### src/rtl/mmcm_sup_pkg.sv
// Shared types for the MMCM lock supervisor: FSM state encoding, retry counter width
// and a saturating increment helper.
package mmcm_sup_pkg;

  localparam int RETRY_W = 8;

  typedef enum logic [2:0] {
    S_RESET     = 3'd0,
    S_WAIT_LOCK = 3'd1,
    S_STABLE    = 3'd2,
    S_RUN       = 3'd3,
    S_FAULT     = 3'd4
  } sup_state_t;

  function automatic logic [RETRY_W-1:0] sat_inc(input logic [RETRY_W-1:0] v);
    return (v == '1) ? v : v + RETRY_W'(1);
  endfunction

endpackage

### src/rtl/bit_sync.sv
// Multi-flop synchronizer for a single asynchronous level signal.
// Asynchronously cleared to 0; q follows d after STAGES clock edges.
module bit_sync #(
  parameter int STAGES = 2
) (
  input  logic clk,
  input  logic rst,
  input  logic d,
  output logic q
);

  logic [STAGES-1:0] ff;

  always_ff @(posedge clk or posedge rst) begin
    if (rst) ff <= '0;
    else     ff <= {ff[STAGES-2:0], d};
  end

  assign q = ff[STAGES-1];

endmodule

### src/rtl/mmcm_lock_supervisor.sv
// Sequences MMCM reset/lock and holds sys_rst until lock has been stable.
// Define MMCM_SUP_FAULT_EN to give up (sticky fault) after MAX_RETRIES consecutive timeouts.
module mmcm_lock_supervisor
  import mmcm_sup_pkg::*;
#(
  parameter int RST_PULSE_CYCLES    = 16,
  parameter int LOCK_TIMEOUT_CYCLES = 100000,
  parameter int STABLE_CYCLES       = 1024,
  parameter int SYNC_STAGES         = 2
`ifdef MMCM_SUP_FAULT_EN
  , parameter int MAX_RETRIES       = 8
`endif
) (
  input  logic               clk100,
  input  logic               rst,
  input  logic               locked_in,
  output logic               mmcm_rst,
  output logic               sys_rst,
  output logic               lock_lost,
  output logic [RETRY_W-1:0] retry_count,
  output logic               fault,
  output logic [2:0]         state_o
);

  localparam int MAX_A   = (RST_PULSE_CYCLES > LOCK_TIMEOUT_CYCLES) ? RST_PULSE_CYCLES
                                                                    : LOCK_TIMEOUT_CYCLES;
  localparam int MAX_CYC = (MAX_A > STABLE_CYCLES) ? MAX_A : STABLE_CYCLES;
  localparam int TIMER_W = $clog2(MAX_CYC) + 1;

  localparam logic [TIMER_W-1:0] RST_LAST     = TIMER_W'(RST_PULSE_CYCLES - 1);
  localparam logic [TIMER_W-1:0] TIMEOUT_LAST = TIMER_W'(LOCK_TIMEOUT_CYCLES - 1);
  // The cycle in which WAIT_LOCK sees lock is the first stable cycle, so STABLE counts one fewer.
  localparam logic [TIMER_W-1:0] STABLE_LAST  = TIMER_W'(STABLE_CYCLES - 2);

  sup_state_t         state, state_next;
  logic [TIMER_W-1:0] timer, timer_next;
  logic [RETRY_W-1:0] retry_next;
  logic               locked_s;

  bit_sync #(.STAGES(SYNC_STAGES)) u_lock_sync (
    .clk (clk100),
    .rst (rst),
    .d   (locked_in),
    .q   (locked_s)
  );

  always_comb begin
    state_next = state;
    retry_next = retry_count;
    timer_next = timer + TIMER_W'(1);
    case (state)
      S_RESET: begin
        if (timer == RST_LAST) state_next = S_WAIT_LOCK;
      end
      S_WAIT_LOCK: begin
        if (locked_s) begin
          state_next = S_STABLE;
        end else if (timer == TIMEOUT_LAST) begin
          retry_next = sat_inc(retry_count);
`ifdef MMCM_SUP_FAULT_EN
          state_next = (retry_next >= RETRY_W'(MAX_RETRIES)) ? S_FAULT : S_RESET;
`else
          state_next = S_RESET;
`endif
        end
      end
      S_STABLE: begin
        if (!locked_s)                 state_next = S_WAIT_LOCK;
        else if (timer == STABLE_LAST) state_next = S_RUN;
      end
      S_RUN: begin
        timer_next = timer;
        if (!locked_s) state_next = S_RESET;
      end
`ifdef MMCM_SUP_FAULT_EN
      S_FAULT: begin
        timer_next = timer;
      end
`endif
      default: state_next = S_RESET;
    endcase
    if (state_next != state) timer_next = '0;
    if (state_next == S_RUN && state != S_RUN) retry_next = '0;
  end

  // Outputs are decoded from state_next so they switch on the same edge as the state.
  always_ff @(posedge clk100 or posedge rst) begin
    if (rst) begin
      state       <= S_RESET;
      timer       <= '0;
      retry_count <= '0;
      mmcm_rst    <= 1'b1;
      sys_rst     <= 1'b1;
      lock_lost   <= 1'b0;
    end else begin
      state       <= state_next;
      timer       <= timer_next;
      retry_count <= retry_next;
      mmcm_rst    <= (state_next == S_RESET) || (state_next == S_FAULT);
      sys_rst     <= (state_next != S_RUN);
      lock_lost   <= (state == S_RUN) && !locked_s;
    end
  end

`ifdef MMCM_SUP_FAULT_EN
  always_ff @(posedge clk100 or posedge rst) begin
    if (rst) fault <= 1'b0;
    else     fault <= fault | (state_next == S_FAULT);
  end
`else
  assign fault = 1'b0;
`endif

  assign state_o = state;

endmodule
### config.mk
export PLATFORM = sky130hd
export DESIGN_NAME = mmcm_lock_supervisor
export DESIGN_NICKNAME = d
export VERILOG_FILES = /design/src/rtl/mmcm_sup_pkg.sv /design/src/rtl/bit_sync.sv /design/src/rtl/mmcm_lock_supervisor.sv
export SDC_FILE = /design/constraint.sdc
export NUM_CORES = 1
export LEC_CHECK = 0
export CAP_MARGIN = 10
export CORE_MARGIN = 3
export CORE_UTILIZATION = 35
export DETAILED_ROUTE_END_ITERATION = 10
export GPL_ROUTABILITY_DRIVEN = 0
export PLACE_DENSITY = 0.54
export RECOVER_POWER = 100
export SLEW_MARGIN = 20
export SYNTH_ARGS = -nofsm -noshare
export SYNTH_HDL_FRONTEND = slang
export SYNTH_HIERARCHICAL = 1
export SYNTH_SLANG_ARGS = --single-unit
### constraint.sdc
create_clock -name clk100 -period 3.6 [get_ports clk100]
set_input_delay 1.08 -clock clk100 [delete_from_list [all_inputs] [get_ports clk100]]
set_output_delay 1.08 -clock clk100 [all_outputs]
set_load 0.005 [all_outputs]
==> impl_results.md, run 1 <==
- Core Area: 4820 um^2
- Post-Layout Cell Count: 272
- Slew of the pin with the lowest slew margin: 0.894 ns
- Maximum VDD drop: 169 uV
- Hold WS: 0.352 ns
- Setup-failing EPs final: 0
- Vias: 1499
- Fill cells: 501
- Hold buffers post-CTS: 0
- Post-DP Area: 1990 um^2
- Sequential share of the synthesized area: 0.481
- Fmax: 0.326 GHz
- Setup Skew: 0.00903 ns
- Initial core utilization: 0.369
- Finished Cell Area: 2060 um^2
- Mapped cell area: 1780 um^2
- DR iter-0 viols: 153
- Final worst-path setup slack: 0.532 ns
- Slew Viols, Final: 0
- Worst endpoint data arrival time: 3.20 ns
- Die height: 77.2 um
- Num rows: 25
- Cts repair resizes: 0
- Clk sink count: 34
- Critical Path RT: 3.73 ns
- DRT Pass-1 Iters: 4
- Worst Path Max Fanout: 10
- CP endpoint kind: register
- Clock Latency Late Sink: 0.28 ns
- Core Util, Final: 0.428
- P&R area growth vs syn: 16.0%
- Antenna fix cells: 0
- Largest area contributor in the netlist: dfrtp_1
- Number of top-level pins: 18
- GRT Overall Usage: 0.149
- CP max stage cell: or4_1
- R2R Setup Slk: 0.53 ns
- Share of cells above drive strength 1: 0.0537
- Yosys top cell area share: 0.451
- CTS tree: yes
- Max-cap violations: 0
- Die area: 5960 um^2
- Pwr per Cell Area: 338 nW/um^2
- CP cell instances: ha_1 -> or4b_1 -> or4_1 -> o32a_1 -> nand4_1 -> clkbuf_1 -> a21oi_1
- Fin. Hold Viols: 0
- Hold WC Path Type: reg -> reg
- PortBufs: 16
- Setup TNS: 0 ns
- CTS buffer count: 5
- Avg WL per Cell: 15.6 um
- Syn Area/Cell: 9.55 um^2
- First-pass GRT wire length: 7220 um
- Top cells by area, synth: dfrtp_1 45%, xnor2_1 7.4%, a21oi_1 5.9%
- Dpl hpwl: 2980 um
- Die W: 77.2 um
- Async set-reset flop share out of synthesis: 1.00
- DR DRC count: 0
- Post-placement setup slack: 0.719 ns
- Final period util: 0.852
- Syn. warnings: 6
- Startpoint type of the worst setup path: register
- Count leader, synth: dfrtp_1
- Placed cells: 264
- Ys flop type: dfrtp_1
- # H-tree levels: 2
- CTS root buf: clkbuf_8
- GRT overflow: 0
- Vias per inst: 5.51
- Post-Route WL: 4230 um
- Initial antenna violation count: 0
- # Post-CTS Setup Buffers: 0
- Post-synth EDFFs: 0
- Synth top cells by count: 32 x dfrtp_1, 21 x a21oi_1, 15 x xnor2_1, 11 x nand2_1, 10 x inv_1
- Largest net degree at the start of global routing: 19
- Overall power: 0.696 mW
- Leakage Power: 0.840 nW
- RSZ-0062 raised after global routing: no
- Slew margin rel.: 0.404
- Crit path time final: 3.07 ns
- Antenna-violating nets left: 0
- Yosys cell types: 35
- CTS Buffer Depth: 2
- Mapped Cells: 186
- Status: finished clean
- Layout Nets: 210
- CTS clk-pin slew, worst paths: 0.07 ns
- WS Path Type: reg -> reg
- Vias in the first global route: 1499
- FF+latch count, synth: 34
- Largest stage delay on the critical path: 0.51 ns
worst paths after layout:
kind / end / from / cells past startpoint
worst min register to register: u_lock_sync/ff[1]$_DFF_PP0_ / u_lock_sync/ff[0]$_DFF_PP0_ / 0
worst max-delay path: timer[10]$_DFFE_PP0P_ / timer[1]$_DFFE_PP0P_ / 7
worst max register to register: timer[10]$_DFFE_PP0P_ / timer[1]$_DFFE_PP0P_ / 7
max in group asynchronous: timer[10]$_DFFE_PP0P_ / rst / 3
min in group asynchronous: u_lock_sync/ff[1]$_DFF_PP0_ / rst / 2
worst min-delay path: u_lock_sync/ff[1]$_DFF_PP0_ / u_lock_sync/ff[0]$_DFF_PP0_ / 0
power by group:
group          internal, mW  total [mW]  switching [mW]
clock                 0.136       0.278           0.142
sequential            0.386       0.392         0.00603
combinational       0.00829      0.0257          0.0174
total                 0.531       0.696           0.165
kinds of logic after synthesis:
logic type                 synth area share
DFF                                   0.481
and+or+nand+nor                       0.226
xor gates and xnor gates             0.0888
other                               0.00211
AOI/OAI and AO/OA                     0.123
muxes                               0.00564
buffers and inverters                0.0536
adders and majority gates            0.0211
routing by layer:
metal  part of all wire  wire, um  vias to the layer above  track usage
met3              0.045       191                        4       0.0411
met1               0.44      1880                      742        0.185
met5                  0         0                        -            0
li1                   -         -                      709            -
met2               0.50      2130                       44        0.246
met4             0.0064        27                        0       0.0552
registers in the layout (all words and copies together) (netlist names):
| name | cells |
|---|---|
| retry_count | 8 |
| state_o | 3 |
| lock_lost | 1 |
| mmcm_rst | 1 |
| u_lock_sync/ff | 2 |
| sys_rst | 1 |
| timer | 18 |
placed cells by master (no fill, tap or decap), types with 4 or more instances in the layout:
master	synthesis	layout
or3_1	5	5
inv_1	10	10
a22oi_1	6	6
nand2_1	11	11
nand4_1	9	9
nor3_1	8	8
or4_1	4	4
clkbuf_8	0	5
a21oi_1	21	21
dfrtp_1	32	32
dlygate4sd3_1	0	16
nor2_1	9	9
nor4_1	9	9
xnor2_1	15	15
o21ai_0	7	7
nand3_1	9	9
worst max-delay path, delay by kind of cell (launching register included):
family / cells / cell delay (ns)
AO/OA/AOI/OAI: 2 / 0.54
AND/OR/NAND/NOR: 3 / 1.31
adder cells (fa/ha/maj): 1 / 0.23
flip-flops: 1 / 0.44
buffers and inverters: 1 / 0.38
layout make-up:
| cell class | instances | area [um^2] | area share |
|---|---|---|---|
| Sequential cell | 34 | 853 | 0.414 |
| Clock buffer | 6 | 72.6 | 0.0352 |
| Multi-Input combinational cell | 135 | 831 | 0.403 |
| Tap cell | 67 | 83.8 | 0.0407 |
| Timing Repair Buffer | 18 | 168 | 0.0814 |
| Clock inverter | 2 | 13.8 | 0.00668 |
| Inverter | 10 | 37.5 | 0.0182 |
Power figures use the tool's default switching activity.
==> run 2, diff against run 1 <==
--- a/config.mk
+++ b/config.mk
@@ -8,6 +8,7 @@
 export CAP_MARGIN = 10
 export CORE_MARGIN = 3
 export CORE_UTILIZATION = 35
+export CTS_CLUSTER_SIZE = 30
 export DETAILED_ROUTE_END_ITERATION = 10
 export GPL_ROUTABILITY_DRIVEN = 0
 export PLACE_DENSITY = 0.54
==> results of run 2 <==
No change in the layout: final DEF, timing and power equal those of run 1.
